<file path="config.mk">
export PLATFORM = sky130hd
export DESIGN_NAME = uart_tx_arbiter
export DESIGN_NICKNAME = d
export VERILOG_FILES = /design/src/rtl/uart_pkg.sv /design/src/rtl/uart_tx_arbiter_rr_pick.sv /design/src/rtl/uart_tx_arbiter.sv
export SDC_FILE = /design/constraint.sdc
export NUM_CORES = 1
export LEC_CHECK = 0
export CAP_MARGIN = 15
export CORE_MARGIN = 2
export CORE_UTILIZATION = 50
export DETAILED_ROUTE_END_ITERATION = 10
export PLACE_DENSITY = 0.88
export SYNTH_ARGS = -nofsm -noshare
export SYNTH_HDL_FRONTEND = slang
export SYNTH_HIERARCHICAL = 1
export SYNTH_SLANG_ARGS = --single-unit
export TNS_END_PERCENT = 5
</file>
<file path="constraint.sdc">
create_clock -name clk -period 4.6 [get_ports clk]
set_clock_uncertainty 0.15 [all_clocks]
set_input_delay 1.15 -clock clk [delete_from_list [all_inputs] [get_ports clk]]
set_output_delay 1.15 -clock clk [all_outputs]
set_load 0.02 [all_outputs]
</file>
<file path="src/rtl/uart_pkg.sv">
`default_nettype none
// ============================================================================
// Module      : uart_pkg
// Description : Shared types and constants for the UART TX arbiter slice.
//               Holds the arbiter state encoding, the UART byte width and
//               the default gap / timeout lengths.
// Revision    : 1.0 - initial release
// ============================================================================
package uart_pkg;

  localparam int UART_DATA_W        = 8;
  localparam int GAP_CYCLES_DEF     = 16;
  localparam int TIMEOUT_CYCLES_DEF = 200000;

  typedef enum logic [1:0] {
    ST_IDLE      = 2'd0,
    ST_START     = 2'd1,
    ST_WAIT_DONE = 2'd2,
    ST_GAP       = 2'd3
  } state_e;

endpackage : uart_pkg
`default_nettype wire

</file>
<file path="src/rtl/uart_tx_arbiter_rr_pick.sv">
`default_nettype none
// ============================================================================
// Module      : rr_pick
// Description : Combinational round-robin selector. Returns the first
//               requester at or after the pointer, wrapping around.
// Ports       : i_req   - request vector
//               i_ptr   - search start index
//               o_grant - one-hot winner (zero when nothing requests)
//               o_idx   - binary index of the winner
//               o_valid - at least one request present
// Revision    : 1.0 - initial release
// ============================================================================
module rr_pick #(
  parameter int N_REQ = 4
) (
  input  logic [N_REQ-1:0]         i_req,
  input  logic [$clog2(N_REQ)-1:0] i_ptr,
  output logic [N_REQ-1:0]         o_grant,
  output logic [$clog2(N_REQ)-1:0] o_idx,
  output logic                     o_valid
);

  localparam int IDX_W = $clog2(N_REQ);

  // Candidate index ptr+off folded back into 0..N_REQ-1 (off < N_REQ).
  function automatic logic [IDX_W-1:0] cand_idx(input logic [IDX_W-1:0] p, input int off);
    int s;
    s = int'(p) + off;
    if (s >= N_REQ) s = s - N_REQ;
    return IDX_W'(s);
  endfunction

  always_comb begin
    logic             found;
    logic [IDX_W-1:0] c;
    found   = 1'b0;
    c       = '0;
    o_grant = '0;
    o_idx   = '0;
    for (int i = 0; i < N_REQ; i++) begin
      c = cand_idx(i_ptr, i);
      if (!found && i_req[c]) begin
        found      = 1'b1;
        o_grant[c] = 1'b1;
        o_idx      = c;
      end
    end
    o_valid = found;
  end

endmodule : rr_pick
`default_nettype wire

</file>
<file path="src/rtl/uart_tx_arbiter.sv">
`default_nettype none
// ============================================================================
// Module      : uart_tx_arbiter
// Description : Round-robin arbiter sharing one UART transmitter between
//               N_REQ byte producers, with burst locking, inter-byte gap and
//               a done-wait timeout.
// Ports       : clk, rst_n           - clock, asynchronous active-low reset
//               i_req/i_data/i_last  - per-requester byte, valid, burst end
//               o_ack                - one-cycle capture pulse per requester
//               o_grant              - one-hot current owner
//               o_tx_start/o_tx_data - start pulse and byte to the UART TX
//               i_tx_done            - done pulse from the UART TX
//               o_busy               - arbiter not idle
//               o_timeout            - one-cycle pulse on done-wait expiry
// Revision    : 1.0 - initial release
// ============================================================================
module uart_tx_arbiter
  import uart_pkg::*;
#(
  parameter int N_REQ          = 4,
  parameter int GAP_CYCLES     = GAP_CYCLES_DEF,
  parameter int TIMEOUT_CYCLES = TIMEOUT_CYCLES_DEF
) (
  input  logic                         clk,
  input  logic                         rst_n,
  input  logic [N_REQ-1:0]             i_req,
  input  logic [UART_DATA_W*N_REQ-1:0] i_data,
  input  logic [N_REQ-1:0]             i_last,
  output logic [N_REQ-1:0]             o_ack,
  output logic [N_REQ-1:0]             o_grant,
  output logic                         o_tx_start,
  output logic [UART_DATA_W-1:0]       o_tx_data,
  input  logic                         i_tx_done,
  output logic                         o_busy,
  output logic                         o_timeout
);

  localparam int IDX_W   = $clog2(N_REQ);
  // A zero gap still spends one cycle in GAP.
  localparam int GAP_LEN = (GAP_CYCLES > 0) ? GAP_CYCLES : 1;
  localparam int GAP_W   = (GAP_LEN > 1) ? $clog2(GAP_LEN) : 1;
  localparam int TO_W    = (TIMEOUT_CYCLES > 1) ? $clog2(TIMEOUT_CYCLES) : 1;

  localparam logic [GAP_W-1:0] GAP_LAST = GAP_W'(GAP_LEN - 1);
  localparam logic [TO_W-1:0]  TO_LAST  = TO_W'(TIMEOUT_CYCLES - 1);

  state_e                 state_q,    state_d;
  logic [IDX_W-1:0]       rr_ptr_q,   rr_ptr_d;
  logic [IDX_W-1:0]       owner_q,    owner_d;
  logic                   lock_q,     lock_d;
  logic [N_REQ-1:0]       grant_q,    grant_d;
  logic [N_REQ-1:0]       ack_q,      ack_d;
  logic                   tx_start_q, tx_start_d;
  logic [UART_DATA_W-1:0] tx_data_q,  tx_data_d;
  logic                   timeout_q,  timeout_d;
  logic [GAP_W-1:0]       gap_cnt_q,  gap_cnt_d;
  logic [TO_W-1:0]        to_cnt_q,   to_cnt_d;

  logic [N_REQ-1:0]       pick_grant;
  logic [IDX_W-1:0]       pick_idx;
  logic                   pick_valid;
  logic [IDX_W-1:0]       owner_inc;

  rr_pick #(
    .N_REQ (N_REQ)
  ) u_rr_pick (
    .i_req   (i_req),
    .i_ptr   (rr_ptr_q),
    .o_grant (pick_grant),
    .o_idx   (pick_idx),
    .o_valid (pick_valid)
  );

  function automatic logic [N_REQ-1:0] onehot(input logic [IDX_W-1:0] idx);
    logic [N_REQ-1:0] v;
    v      = '0;
    v[idx] = 1'b1;
    return v;
  endfunction

  // Pointer position just after the current owner.
  assign owner_inc = (owner_q == IDX_W'(N_REQ - 1)) ? '0 : owner_q + IDX_W'(1);

  // --------------------------------------------------------------------------
  // State register
  // --------------------------------------------------------------------------
  always_ff @(posedge clk or negedge rst_n) begin
    if (!rst_n) begin
      state_q    <= ST_IDLE;
      rr_ptr_q   <= '0;
      owner_q    <= '0;
      lock_q     <= 1'b0;
      grant_q    <= '0;
      ack_q      <= '0;
      tx_start_q <= 1'b0;
      tx_data_q  <= '0;
      timeout_q  <= 1'b0;
      gap_cnt_q  <= '0;
      to_cnt_q   <= '0;
    end else begin
      state_q    <= state_d;
      rr_ptr_q   <= rr_ptr_d;
      owner_q    <= owner_d;
      lock_q     <= lock_d;
      grant_q    <= grant_d;
      ack_q      <= ack_d;
      tx_start_q <= tx_start_d;
      tx_data_q  <= tx_data_d;
      timeout_q  <= timeout_d;
      gap_cnt_q  <= gap_cnt_d;
      to_cnt_q   <= to_cnt_d;
    end
  end

  // --------------------------------------------------------------------------
  // Next-state logic
  // --------------------------------------------------------------------------
  always_comb begin
    logic             cap;
    logic [IDX_W-1:0] sel;
    state_d    = state_q;
    rr_ptr_d   = rr_ptr_q;
    owner_d    = owner_q;
    lock_d     = lock_q;
    grant_d    = grant_q;
    ack_d      = '0;
    tx_start_d = 1'b0;
    tx_data_d  = tx_data_q;
    timeout_d  = 1'b0;
    gap_cnt_d  = gap_cnt_q;
    to_cnt_d   = to_cnt_q;
    cap        = 1'b0;
    sel        = '0;

    unique case (state_q)
      ST_IDLE: begin
        // A locked burst owner is the only one eligible.
        if (lock_q) begin
          cap = i_req[owner_q];
          sel = owner_q;
        end else begin
          cap = pick_valid;
          sel = pick_idx;
        end
        if (cap) begin
          tx_data_d = i_data[{sel, 3'b000} +: UART_DATA_W];
          ack_d     = onehot(sel);
          grant_d   = onehot(sel);
          owner_d   = sel;
          lock_d    = ~i_last[sel];
          state_d   = ST_START;
        end
      end

      ST_START: begin
        // Start is registered, so it appears in the first WAIT_DONE cycle.
        tx_start_d = 1'b1;
        to_cnt_d   = '0;
        state_d    = ST_WAIT_DONE;
      end

      ST_WAIT_DONE: begin
        // Done takes priority over an expiring timeout.
        if (i_tx_done) begin
          gap_cnt_d = '0;
          state_d   = ST_GAP;
        end else if (to_cnt_q == TO_LAST) begin
          timeout_d = 1'b1;
          lock_d    = 1'b0;
          grant_d   = '0;
          rr_ptr_d  = owner_inc;
          state_d   = ST_IDLE;
        end else begin
          to_cnt_d  = to_cnt_q + TO_W'(1);
        end
      end

      ST_GAP: begin
        if (gap_cnt_q == GAP_LAST) begin
          state_d = ST_IDLE;
          // Owner keeps the grant only while its burst is still being fed;
          // a dropped request silently aborts the burst.
          if (!(lock_q && i_req[owner_q])) begin
            lock_d   = 1'b0;
            grant_d  = '0;
            rr_ptr_d = owner_inc;
          end
        end else begin
          gap_cnt_d = gap_cnt_q + GAP_W'(1);
        end
      end

      default: state_d = ST_IDLE;
    endcase
  end

  // --------------------------------------------------------------------------
  // Outputs
  // --------------------------------------------------------------------------
  always_comb begin
    o_ack      = ack_q;
    o_grant    = grant_q;
    o_tx_start = tx_start_q;
    o_tx_data  = tx_data_q;
    o_timeout  = timeout_q;
    o_busy     = (state_q != ST_IDLE);
  end

endmodule : uart_tx_arbiter
`default_nettype wire

</file>
; Yosys cells after proc, flatten, opt, wreduce, memory -nomap -nowiden
; Index checks and enable logic that the tools add are counted.
[totals]
reg_bits = 47
input_bits = 43
out_inout_bits = 19
word_cells = 133
[classes]
add_sub_neg = 10
n_lt_le_gt_ge = 11
n_eq_ne = 15
shift = 1
n_mux = 65
bitwise = 1
n_reduce_logical = 19
[ops]
columns = operator, n
row1 = 2-bit two-way mux, 19
row2 = 18-bit two-way mux, 2
row3 = 4-bit two-way mux, 9
row4 = 18-bit case mux with 2 select lines, 1
row5 = 32-bit by 6-bit variable part select with 8-bit output, 1
row6 = 1-bit two-way mux, 22
row7 = 18-bit by 1-bit adder with 18-bit output (second input constant), 1
row8 = 18-bit == test (second input constant), 1
row9 = 2-bit by 3-bit less-than comparator with 1-bit output (second input constant), 6
row10 = 2-bit != test (second input constant), 8
row11 = 1-bit binary-select mux with 2-bit select, 6
row12 = 4-bit case mux with 3 select lines, 1
row13 = 3-bit greater-or-equal comparator (second input constant), 3
row14 = 3-bit AND reduction, 3
row15 = 2-bit case mux with 4 select lines, 1
row16 = 4-bit case mux with 2 select lines, 1
row17 = 2-bit by 1-bit subtractor with 2-bit output (second input constant), 4
row18 = 2-bit by 2-bit adder with 3-bit output (second input constant), 2
row19 = 2-bit == test (second input constant), 3
row20 = 6-bit AND reduction, 1
row21 = 2-bit nonzero test, 3
row22 = 1-bit logical AND, 5
row23 = 5-bit AND reduction, 1
row24 = 4-bit by 1-bit adder with 4-bit output (second input constant), 1
row25 = other kinds (15), 17

; Logic depth before layout (Yosys ltp)
; Gate-level depths: netlist of the first run.
[depth]
depth_word = 22
ltp_mapped = 13
ltp_nobuf = 11

; Hierarchy
; Netlist of the first run, hierarchy kept.
[by_module_without_submodules]
columns = mod, instances, cells_each, area_per_inst_um2, seq_area_each_um2
row1 = uart_tx_arbiter, 1, 239, 2501.1, 1176.1
row2 = rr_pick, 1, 45, 419.2, 0.0

; Least setup slack after synthesis of the first run
; Ideal clock, no wire load.
[synth_path]
path_type = in2reg
startpoint = input i_req[2]
endpoint = register tx_data_q[0], in the netlist o_tx_data[0]
setup_time_ns = 0.117
t_arrival_ns = 3.522
required_ns = 4.333
setup_slack_ns = 0.811
cell_stages = 10
n_path_buf = 2
path_cell_list = mux4_2 buf_6 nor4b_4 nor2_1 a32o_1 mux2i_1 clkbuf_1 mux4_2 nand2_1 nand2_1
[synth_between]
elab_chain_len = 15
elab_cells_between_ends = 30
classes_between = shift: 1 / mux: 22 / reduce/logical: 7
[synth_rtl]
columns = item, line_no
row1 = from (decl), uart_tx_arbiter.sv:26  ; input logic [N_REQ-1:0] i_req,
row2 = 1-bit binary-select mux with 2-bit select, uart_tx_arbiter_rr_pick.sv:42  ; if (!found && i_req[c]) begin
row3 = 1-bit two-way mux (not written as such), uart_tx_arbiter_rr_pick.sv:42
row4 = 1-bit two-way mux, uart_tx_arbiter_rr_pick.sv:42
row5 = 1-bit zero test, uart_tx_arbiter_rr_pick.sv:42
row6 = 1-bit logical AND, uart_tx_arbiter_rr_pick.sv:42
row7 = 1-bit two-way mux, uart_tx_arbiter_rr_pick.sv:42
row8 = 1-bit zero test, uart_tx_arbiter_rr_pick.sv:42
row9 = 1-bit logical AND, uart_tx_arbiter_rr_pick.sv:42
row10 = 1-bit two-way mux, uart_tx_arbiter_rr_pick.sv:42
row11 = 1-bit zero test, uart_tx_arbiter_rr_pick.sv:42
row12 = 1-bit logical AND, uart_tx_arbiter_rr_pick.sv:42
row13 = 2-bit two-way mux (*), uart_tx_arbiter_rr_pick.sv:42
row14 = net pick_idx[1], uart_tx_arbiter.sv:60  ; logic [IDX_W-1:0] pick_idx;
row15 = 2-bit two-way mux (*), uart_tx_arbiter.sv:138  ; if (lock_q) begin
row16 = 2-bit two-way mux (*), uart_tx_arbiter.sv:135  ; unique case (state_q)
row17 = 32-bit by 6-bit variable part select with 8-bit output (*), uart_tx_arbiter.sv:146  ; tx_data_d = i_data[{sel, 3'b000} +: UART_DATA_W];
row18 = to (signal assigned), uart_tx_arbiter.sv:108  ; tx_data_q <= tx_data_d;
row19 = to (decl), uart_tx_arbiter.sv:54  ; logic [UART_DATA_W-1:0] tx_data_q, tx_data_d;
; The timed path passes the listed nets; every way through them passes the cells marked *. The select of a mux whose other input is x is not followed.
; A chain may end at the register's enable or synchronous reset.

; Worst setup path in the final report of the first run
[layout_path]
startpoint = input i_req[2]
endpoint = register tx_data_q[2], in the netlist o_tx_data[2]
; The elaborated chain is that of the path after synthesis.

==> results.cfg, run 1 <==
[run_status]
result_of_the_run = completed

[clock_tree]
cts.path.max_buffers = 2
numClockSinks = 47
cts_setup_buffers = 0
clock_buffer_count_from_cts = 5
htreeDepth = 2
cts.root.buffer_cell = clkbuf_8
clk-insertion-delay-late_ns = 0.31
clk_pin_slew_worst_paths_ns = 0.10
cts_resized = 0
ctsHoldBuffers = 0
tritoncts = done

[setup_path]
critPathRequiredTime_ns = 4.65
cp_top_family = multiplexers
cp_num_buf_inv = 2
endpoint_kind = register
critical-path-slowest-cell = mux4_1
worstPathArrival_ns = 3.96
critPathLaunchType = input port
path_max_fanout = 13
critical_path_class = in -> reg
crit_chain = clkdlybuf4s50_1, mux4_1, and2b_2, o21ai_0, o31ai_1, mux2i_2, buf_4, mux4_2, nand2_1, nand2_1
slowest_delay_ns = 0.65
path_common_cell = nand2_1

[timing]
totalNegativeSetupSlack_ns = 0
timing.final.max_slew_violations = 0
max_freq_mhz = 256
timing.max_slew.rel_slack = 0.354
final_hold_violating_endpoints = 0
finalSetupViolations = 0
layout_worst_path_cycle_share = 0.849
tightest_slew_ns = 0.968
rsz0062_at_grt = false
final.min_clock_period_ns = 3.91

[routing]
firstDrtPassIters = 4
antenna_violating_nets_post_route = 0
routed_wl_um = 6550
routed-via-count = 2328
route.detailed.vias_per_inst = 5.85
post_drt_wl_per_cell_um = 16.5
drt_iter0_drc = 116
remaining_drc_errors = 0

[placed_design]
gp_congestion = 0.832
place.port_buffers = 61
post-dp-hpwl_um = 4790

[power_and_ir_drop]
worst_vdd_rail_ir_drop_uv = 255
power.density_nw_per_um2 = 579
power.leakage_nw = 1.51

[floorplan]
boundaryPins = 62
die-area_um2 = 6190
die_width_um = 78.7
row_count = 27
initial_utilization = 0.513
chipHeight_um = 78.7
core-area_um2 = 5440

[yosys]
yosys_warnings = 6
synth_fp_nets = 315
synth.avg_cell_area_um2 = 10.4
synth_cells = 268
synth_area_um2 = 2790

[cells_and_area]
diodes = 0
layout.area.seq_um2 = 1180
multi_input_area_um2 = 1510
fin_util = 0.651
layout-drive-gt1-share = 0.117
fill_cells = 422
layout-area-overhead-vs-synth_pct = 27.0
nets = 372

[global_routing]
grt_pass1_wl_um = 10800
pin_count_of_the_biggest_net_entering_global_routing = 48
number_of_global_route_vias_before_repair = 2364
grt_antenna_before_repair = 0
grt_overflow_total = 0
grt_use_total = 0.222

[flow_run]
cap_violations = 0

[hold_path]
hold_path.class = reg -> reg
-- worst register-to-register path, stage by stage (launching register included) --
cell and delay [ns]:
dfrtp_1 0.61, inv_1 0.09, ha_1 0.37, mux4_2 0.40, o311ai_0 0.44, a32o_1 0.24
mux2i_1 0.08, buf_4 0.20, mux2i_1 0.14, mux2i_1 0.17, nor2_1 0.06, mux2_4 0.27
-- final timing paths --
| check | from | to | slack, ns | depth (start not counted) |
|---|---|---|---|---|
| worst min register to register | o_grant[3]$_DFFE_PN0P_ | o_grant[3]$_DFFE_PN0P_ | 0.34 | 1 |
| worst min-delay path | o_grant[3]$_DFFE_PN0P_ | o_grant[3]$_DFFE_PN0P_ | 0.34 | 1 |
| worst max-delay path | i_req[2] | o_tx_data[2]$_DFFE_PN0P_ | 0.69 | 10 |
| max in group asynchronous | rst_n | state_q[0]$_DFFE_PN0P_ | 3.31 | 2 |
| worst max register to register | rr_ptr_q[0]$_DFFE_PN0P_ | lock_q$_DFFE_PN0P_ | 1.27 | 11 |
| min in group asynchronous | rst_n | o_tx_data[2]$_DFFE_PN0P_ | 0.52 | 1 |
-- metrics by stage --
step	power (mW)	area, µm²	std cells	hold slack [ns]	setup slack (ns)
2_1_floorplan	1.47	2790	268	0.330	0.879
3_3_place_gp	1.74	3430	389	0.307	0.569
3_5_place_dp	1.80	3430	389	0.316	0.371
4_1_cts	2.06	3520	397	0.338	0.705
5_1_grt	2.21	3540	398	0.361	0.541
6_report	2.05	3540	398	0.335	0.693
-- where the power goes --
part	internal [mW]	total (mW)	switching, mW	leakage (nW)
registers	0.527	0.652	0.125	0.617
clock network	0.109	0.260	0.151	0.0443
logic	0.566	1.14	0.576	0.852
total	1.20	2.05	0.851	1.51
-- layer usage --
layer / global-route usage / wire length [µm]
met1: 0.267 / 2810
met5: 0 / 0
met4: 0.0667 / 90
met3: 0.0511 / 375
met2: 0.396 / 3280
-- state kept, by name, indices dropped and copies added (netlist names) --
register / cells
gap_cnt_q: 4
lock_q: 1
o_ack: 4
o_grant: 4
o_timeout: 1
o_tx_data: 8
o_tx_start: 1
owner_q: 2
rr_ptr_q: 2
state_q: 2
to_cnt_q: 18
-- cells in the final DEF (no fill, tap or decap), types with 2 or more instances in the layout --
cell type,count
buf_4,2
a31oi_1,2
nor3_1,4
nand2_1,48
mux2i_1,11
clkdlybuf4s50_1,60
o2bb2ai_1,3
dfrtp_1,47
a32o_1,2
or3_1,4
nor4b_4,2
o21a_1,3
inv_1,8
o2111ai_1,3
nand4_1,7
nor2_1,16
or4_1,4
and2_1,3
nand2b_1,4
o21ai_0,9
mux4_1,2
a21oi_1,11
xor2_1,5
mux4_2,10
a21o_1,2
clkinv_4,2
clkbuf_8,5
nand3_1,8
mux2_2,6
ha_1,4
o31ai_1,5
and4_1,3
-- area by class of cell --
| class | count | share of cell area |
|---|---|---|
| multi-input cells | 199 | 0.427 |
| clock buffers | 5 | 0.0194 |
| clock inverters | 3 | 0.00706 |
| flip-flops and latches | 47 | 0.332 |
| well taps | 72 | 0.0254 |
| inverters | 8 | 0.00847 |
| repair buffers | 64 | 0.181 |
Power figures use the tool's default switching activity.
==> inputs of run 2 (changes only) <==
- clock period: 4.6 -> 3.7 ns (I/O delays scaled with it)
==> run 2 against run 1 <==
Critical path depth is 1 higher. Via count is 1.7% higher. Combinational power grew 38%. Final cell count up 2.0%. Die area stayed put. Largest power group unchanged. Hold slack better by 0.0023 ns. First-iteration DRC count up 22%.
==> results.cfg, run 2 (synthesis results as in run 1) <==
[hold_path]
hold_path.class = reg -> reg

[floorplan]
row_count = 27
die_width_um = 78.7
chipHeight_um = 78.7
boundaryPins = 62
core-area_um2 = 5440
initial_utilization = 0.513
die-area_um2 = 6190

[clock_tree]
clock_buffer_count_from_cts = 5
numClockSinks = 47
htreeDepth = 2
clk_pin_slew_worst_paths_ns = 0.09
cts.path.max_buffers = 2
clk-insertion-delay-late_ns = 0.31
cts.root.buffer_cell = clkbuf_8
tritoncts = done
ctsHoldBuffers = 0

[cells_and_area]
registers.top_by_ff_count = to_cnt_q
diodes = 0
post_layout_instance_count_excluding_filler_cells = 406
largest_reg_flops = 18
nets = 380
fill_cells = 392
fin_util = 0.675
leading_cell_type_in_the_layout_fill_and_taps_excluded = clkdlybuf4s50_1
layout-drive-gt1-share = 0.144
layout-area-overhead-vs-synth_pct = 31.5
layout.cells.most_common_list = clkdlybuf4s50_1, nand2_1, dfrtp_1, nor2_1

[timing]
max_freq_mhz = 288
finalSetupViolations = 0
final_hold_violating_endpoints = 0
layout_setup_ws_ns = 0.223
tightest_slew_ns = 1.04
layout_worst_path_cycle_share = 0.940
rsz0062_at_grt = false
timing.max_slew.rel_slack = 0.307
timing.final.max_slew_violations = 0
fin_worst_hold_slack_ns = 0.338
final.min_clock_period_ns = 3.48

[routing]
remaining_drc_errors = 0
routed-via-count = 2367
post_drt_wl_per_cell_um = 17.0
route.detailed.vias_per_inst = 5.83
antenna_violating_nets_post_route = 0
firstDrtPassIters = 4
routed_wl_um = 6900
drt_iter0_drc = 141

[setup_path]
worstPathArrival_ns = 3.52
critPathLaunchType = input port
path_max_fanout = 5
path_common_cell = mux2i_1
crit_chain = clkdlybuf4s50_1, mux4_2, nor4b_4, nor2_1, a32o_1, mux2i_1, buf_4, mux2i_1, mux2i_1, nor2_1, mux2_4
critPathRequiredTime_ns = 3.74
slowest_delay_ns = 0.59
critical-path-slowest-cell = mux4_2
critical_path_class = in -> reg
endpoint_kind = register

[flow_run]
cap_violations = 0

[power_and_ir_drop]
power.leakage_nw = 1.60
power.density_nw_per_um2 = 775
worst_vdd_rail_ir_drop_uv = 402

[global_routing]
grt_overflow_total = 0
grt_antenna_before_repair = 0
number_of_global_route_vias_before_repair = 2449
grt_use_total = 0.236
pin_count_of_the_biggest_net_entering_global_routing = 48
grt_pass1_wl_um = 11500

[placed_design]
post-dp-hpwl_um = 5100
gp_congestion = 0.837
preCtsSetupSlack_ns = -0.183
place.port_buffers = 61
numPlacedInstances = 398

[run_status]
result_of_the_run = completed
-- run 2: cell types whose count changed in the layout (fill, tap and decap cells not counted), sizes merged --
cell	change
buf	+8
dlymetal6s2s	+2
clkdlybuf4s50	-2
clkinvlp	-1
clkinv	-2
inv	+1
bufinv	+2
-- run 2: final cells by class --
cell class	count	area, µm²	share of cell area
clock buffers	5	68.8	0.0188
clock inverters	3	71.3	0.0194
inverters	8	30.0	0.00818
multi-input cells	199	1520	0.413
flip-flops and latches	47	1180	0.320
well taps	72	90.1	0.0245
repair buffers	72	718	0.196
-- run 2: critical path: cells and delay by family --
family	cells	cell delay, ns
multiplexers	5	1.29
AO/OA/AOI/OAI	1	0.25
AND/OR/NAND/NOR	3	0.42
buffers and inverters	2	0.62
-- run 2: worst paths after layout --
kind / from / endpoint / slack [ns] / cells past startpoint
worst max-delay path: i_req[3] / lock_q$_DFFE_PN0P_ / 0.22 / 11
worst min-delay path: o_grant[3]$_DFFE_PN0P_ / o_grant[3]$_DFFE_PN0P_ / 0.34 / 1
worst max register to register: rr_ptr_q[0]$_DFFE_PN0P_ / lock_q$_DFFE_PN0P_ / 0.43 / 11
worst min register to register: o_grant[3]$_DFFE_PN0P_ / o_grant[3]$_DFFE_PN0P_ / 0.34 / 1
max in group asynchronous: rst_n / state_q[1]$_DFFE_PN0P_ / 2.11 / 1
min in group asynchronous: rst_n / o_tx_data[2]$_DFFE_PN0P_ / 0.65 / 1
-- run 2: layer usage --
metal | vias up | part of all wire | global-route usage
li1 | 1113 | - | -
met1 | 1173 | 0.39 | 0.264
met2 | 72 | 0.53 | 0.444
met3 | 9 | 0.062 | 0.0545
met4 | 0 | 0.014 | 0.0719
met5 | - | 0 | 0
-- run 2: where the power goes --
group	total, mW	internal [mW]	switching (mW)
registers	0.814	0.655	0.159
clock network	0.461	0.274	0.187
logic	1.57	0.811	0.759
total	2.85	1.74	1.10
-- run 2: per-stage QoR --
step	power [mW]	cell area (µm²)	setup TNS, ns
2_1_floorplan	1.83	2790	0
3_3_place_gp	2.30	3520	-0.343
3_5_place_dp	2.38	3520	-1.33
4_1_cts	2.85	3660	0
5_1_grt	3.04	3670	0
6_report	2.85	3670	0
-- run 2: repair_timing --
item,CTS,global route
resized for setup,0,4
buffers inserted,0,0
endpoints found under the setup margin,0,2
==> inputs of run 3 (changes only) <==
- CAP_MARGIN: 15 -> 20
- REMOVE_ABC_BUFFERS: not set -> 1
==> run 3 against run 2 <==
Design area stayed put. Wire length is 7.7% lower. Sequential power about the same. Global-route usage down 2.0 points. Non-clock buffer count grew 1. Via count fell by 0.38%. Combinational power down 3%. First-iteration DRC count shrank 9.9%. Worst setup slack lost 0.057 ns. Fmax shrank 1.6%. Register-to-register slack improved by 0.03 ns. Core utilization did not move. Critical path type unchanged. Largest power group unchanged.
==> results.cfg, run 3 (synthesis results as in run 1) <==
[floorplan]
core-area_um2 = 5440
initial_utilization = 0.513
die-area_um2 = 6190
boundaryPins = 62
die_width_um = 78.7
row_count = 27
chipHeight_um = 78.7

[hold_path]
hold_path.class = reg -> reg

[power_and_ir_drop]
worst_vdd_rail_ir_drop_uv = 389
combinational_share_of_power = 0.548
power.internal_mw = 1.72
seq_power_share = 0.293
power.share.switching = 0.382
clkPwrFrac = 0.159
switchingPower_mw = 1.06
power.leakage_nw = 1.58
power.density_nw_per_um2 = 756

[cells_and_area]
leading_cell_type_in_the_layout_fill_and_taps_excluded = clkdlybuf4s50_1
final_design_area_no_fill_um2 = 3670
nets = 381
post_layout_instance_count_excluding_filler_cells = 407
layout-drive-gt1-share = 0.143
largest_reg_flops = 18
layout-area-overhead-vs-synth_pct = 31.5
layout.cells.most_common_list = clkdlybuf4s50_1, nand2_1, dfrtp_1, nor2_1, mux2i_1
diodes = 0
registers.top_by_ff_count = to_cnt_q

[timing]
timing.max_slew.rel_slack = 0.411
rsz0062_at_grt = false
finalSetupViolations = 0
tightest_slew_ns = 0.878
fin_worst_hold_slack_ns = 0.335
final_hold_violating_endpoints = 0
timing.final.max_slew_violations = 0
max_freq_mhz = 283
final.min_clock_period_ns = 3.53
layout_worst_path_cycle_share = 0.955
layout_setup_ws_ns = 0.166
totalNegativeSetupSlack_ns = 0

[run_status]
result_of_the_run = completed

[setup_path]
cp_num_buf_inv = 4
cp_top_family = multiplexers
crit_chain = clkdlybuf4s50_1, mux4_1, buf_4, nor4b_4, nor2_1, a32o_1, mux2i_1, buf_4, buf_4, mux4_2, nand2_1, nand2_1
slowest_delay_ns = 0.57
endpoint_kind = register
worstPathArrival_ns = 3.58
critical_path_class = in -> reg
path_max_fanout = 8
critPathLaunchType = input port
path_common_cell = buf_4
critical-path-slowest-cell = mux4_1
critPathRequiredTime_ns = 3.75

[routing]
route.detailed.vias_per_inst = 5.79
firstDrtPassIters = 4
remaining_drc_errors = 0
post_drt_wl_per_cell_um = 15.6
routed-via-count = 2358
routed_wl_um = 6370
antenna_violating_nets_post_route = 0
drt_iter0_drc = 127

[clock_tree]
clk_pin_slew_worst_paths_ns = 0.09
cts_setup_buffers = 0
htreeDepth = 2
cts_resized = 0
numClockSinks = 47
ctsHoldBuffers = 0
cts.root.buffer_cell = clkbuf_8
clk-insertion-delay-late_ns = 0.30
clock_buffer_count_from_cts = 5
cts.path.max_buffers = 2
tritoncts = done

[placed_design]
post-dp-hpwl_um = 4720
place.port_buffers = 61
postPlaceCellArea_um2 = 3510
preCtsSetupSlack_ns = -0.147
numPlacedInstances = 398
gp_congestion = 0.812

[global_routing]
number_of_global_route_vias_before_repair = 2393
grt_antenna_before_repair = 0
grt_use_total = 0.217
grt_overflow_total = 0
pin_count_of_the_biggest_net_entering_global_routing = 48
grt_pass1_wl_um = 10700

[flow_run]
cap_violations = 0
[run 3: routing by layer]
| layer | GRT usage | vias to the layer above | share of wire |
|---|---|---|---|
| li1 | - | 1116 | - |
| met2 | 0.375 | 93 | 0.49 |
| met4 | 0.0649 | 0 | 0.0086 |
| met3 | 0.0466 | 10 | 0.060 |
| met5 | 0 | - | 0 |
| met1 | 0.272 | 1139 | 0.44 |
[run 3: stage by stage]
stage	util	power, mW
5_1_grt	0.675	2.98
2_1_floorplan	-	1.77
3_3_place_gp	0.645	2.27
6_report	0.675	2.77
3_5_place_dp	0.645	2.33
4_1_cts	0.670	2.78
[run 3: power groups by stage]
| stage | combinational, mW | clock [mW] | sequential (mW) |
|---|---|---|---|
| after global placement | 1.46 | 0 | 0.811 |
| after CTS | 1.52 | 0.452 | 0.810 |
| after global routing | 1.67 | 0.475 | 0.838 |
| after floorplan | 0.890 | 0 | 0.877 |
| after detailed placement | 1.52 | 0 | 0.819 |
| final | 1.52 | 0.442 | 0.812 |
[run 3: path summary, 6_finish.rpt]
| check | from | end | slack [ns] | cells past startpoint |
|---|---|---|---|---|
| setup / recovery | i_req[3] | o_tx_data[4]$_DFFE_PN0P_ | 0.17 | 12 |
| hold / removal | o_tx_data[6]$_DFFE_PN0P_ | o_tx_data[6]$_DFFE_PN0P_ | 0.34 | 2 |
| setup reg to reg | rr_ptr_q[0]$_DFFE_PN0P_ | o_tx_data[4]$_DFFE_PN0P_ | 0.46 | 12 |
| hold reg to reg | o_tx_data[6]$_DFFE_PN0P_ | o_tx_data[6]$_DFFE_PN0P_ | 0.34 | 2 |
| max in group asynchronous | rst_n | state_q[1]$_DFFE_PN0P_ | 2.57 | 2 |
| min in group asynchronous | rst_n | gap_cnt_q[2]$_DFFE_PN0P_ | 0.36 | 1 |
[run 3: worst min-delay path: cells and delay by family, from the launching register on]
kind,cells,cell delay (ns)
simple gates,2,0.11
flops,1,0.35
[run 3: final cells by class]
cell class	count	area, µm²
fillers	390	1770
multi-input cells	199	1520
flip-flops and latches	47	1180
repair buffers	73	721
well taps	72	90.1
clock buffers	5	68.8
clock inverters	3	67.6
inverters	8	30.0
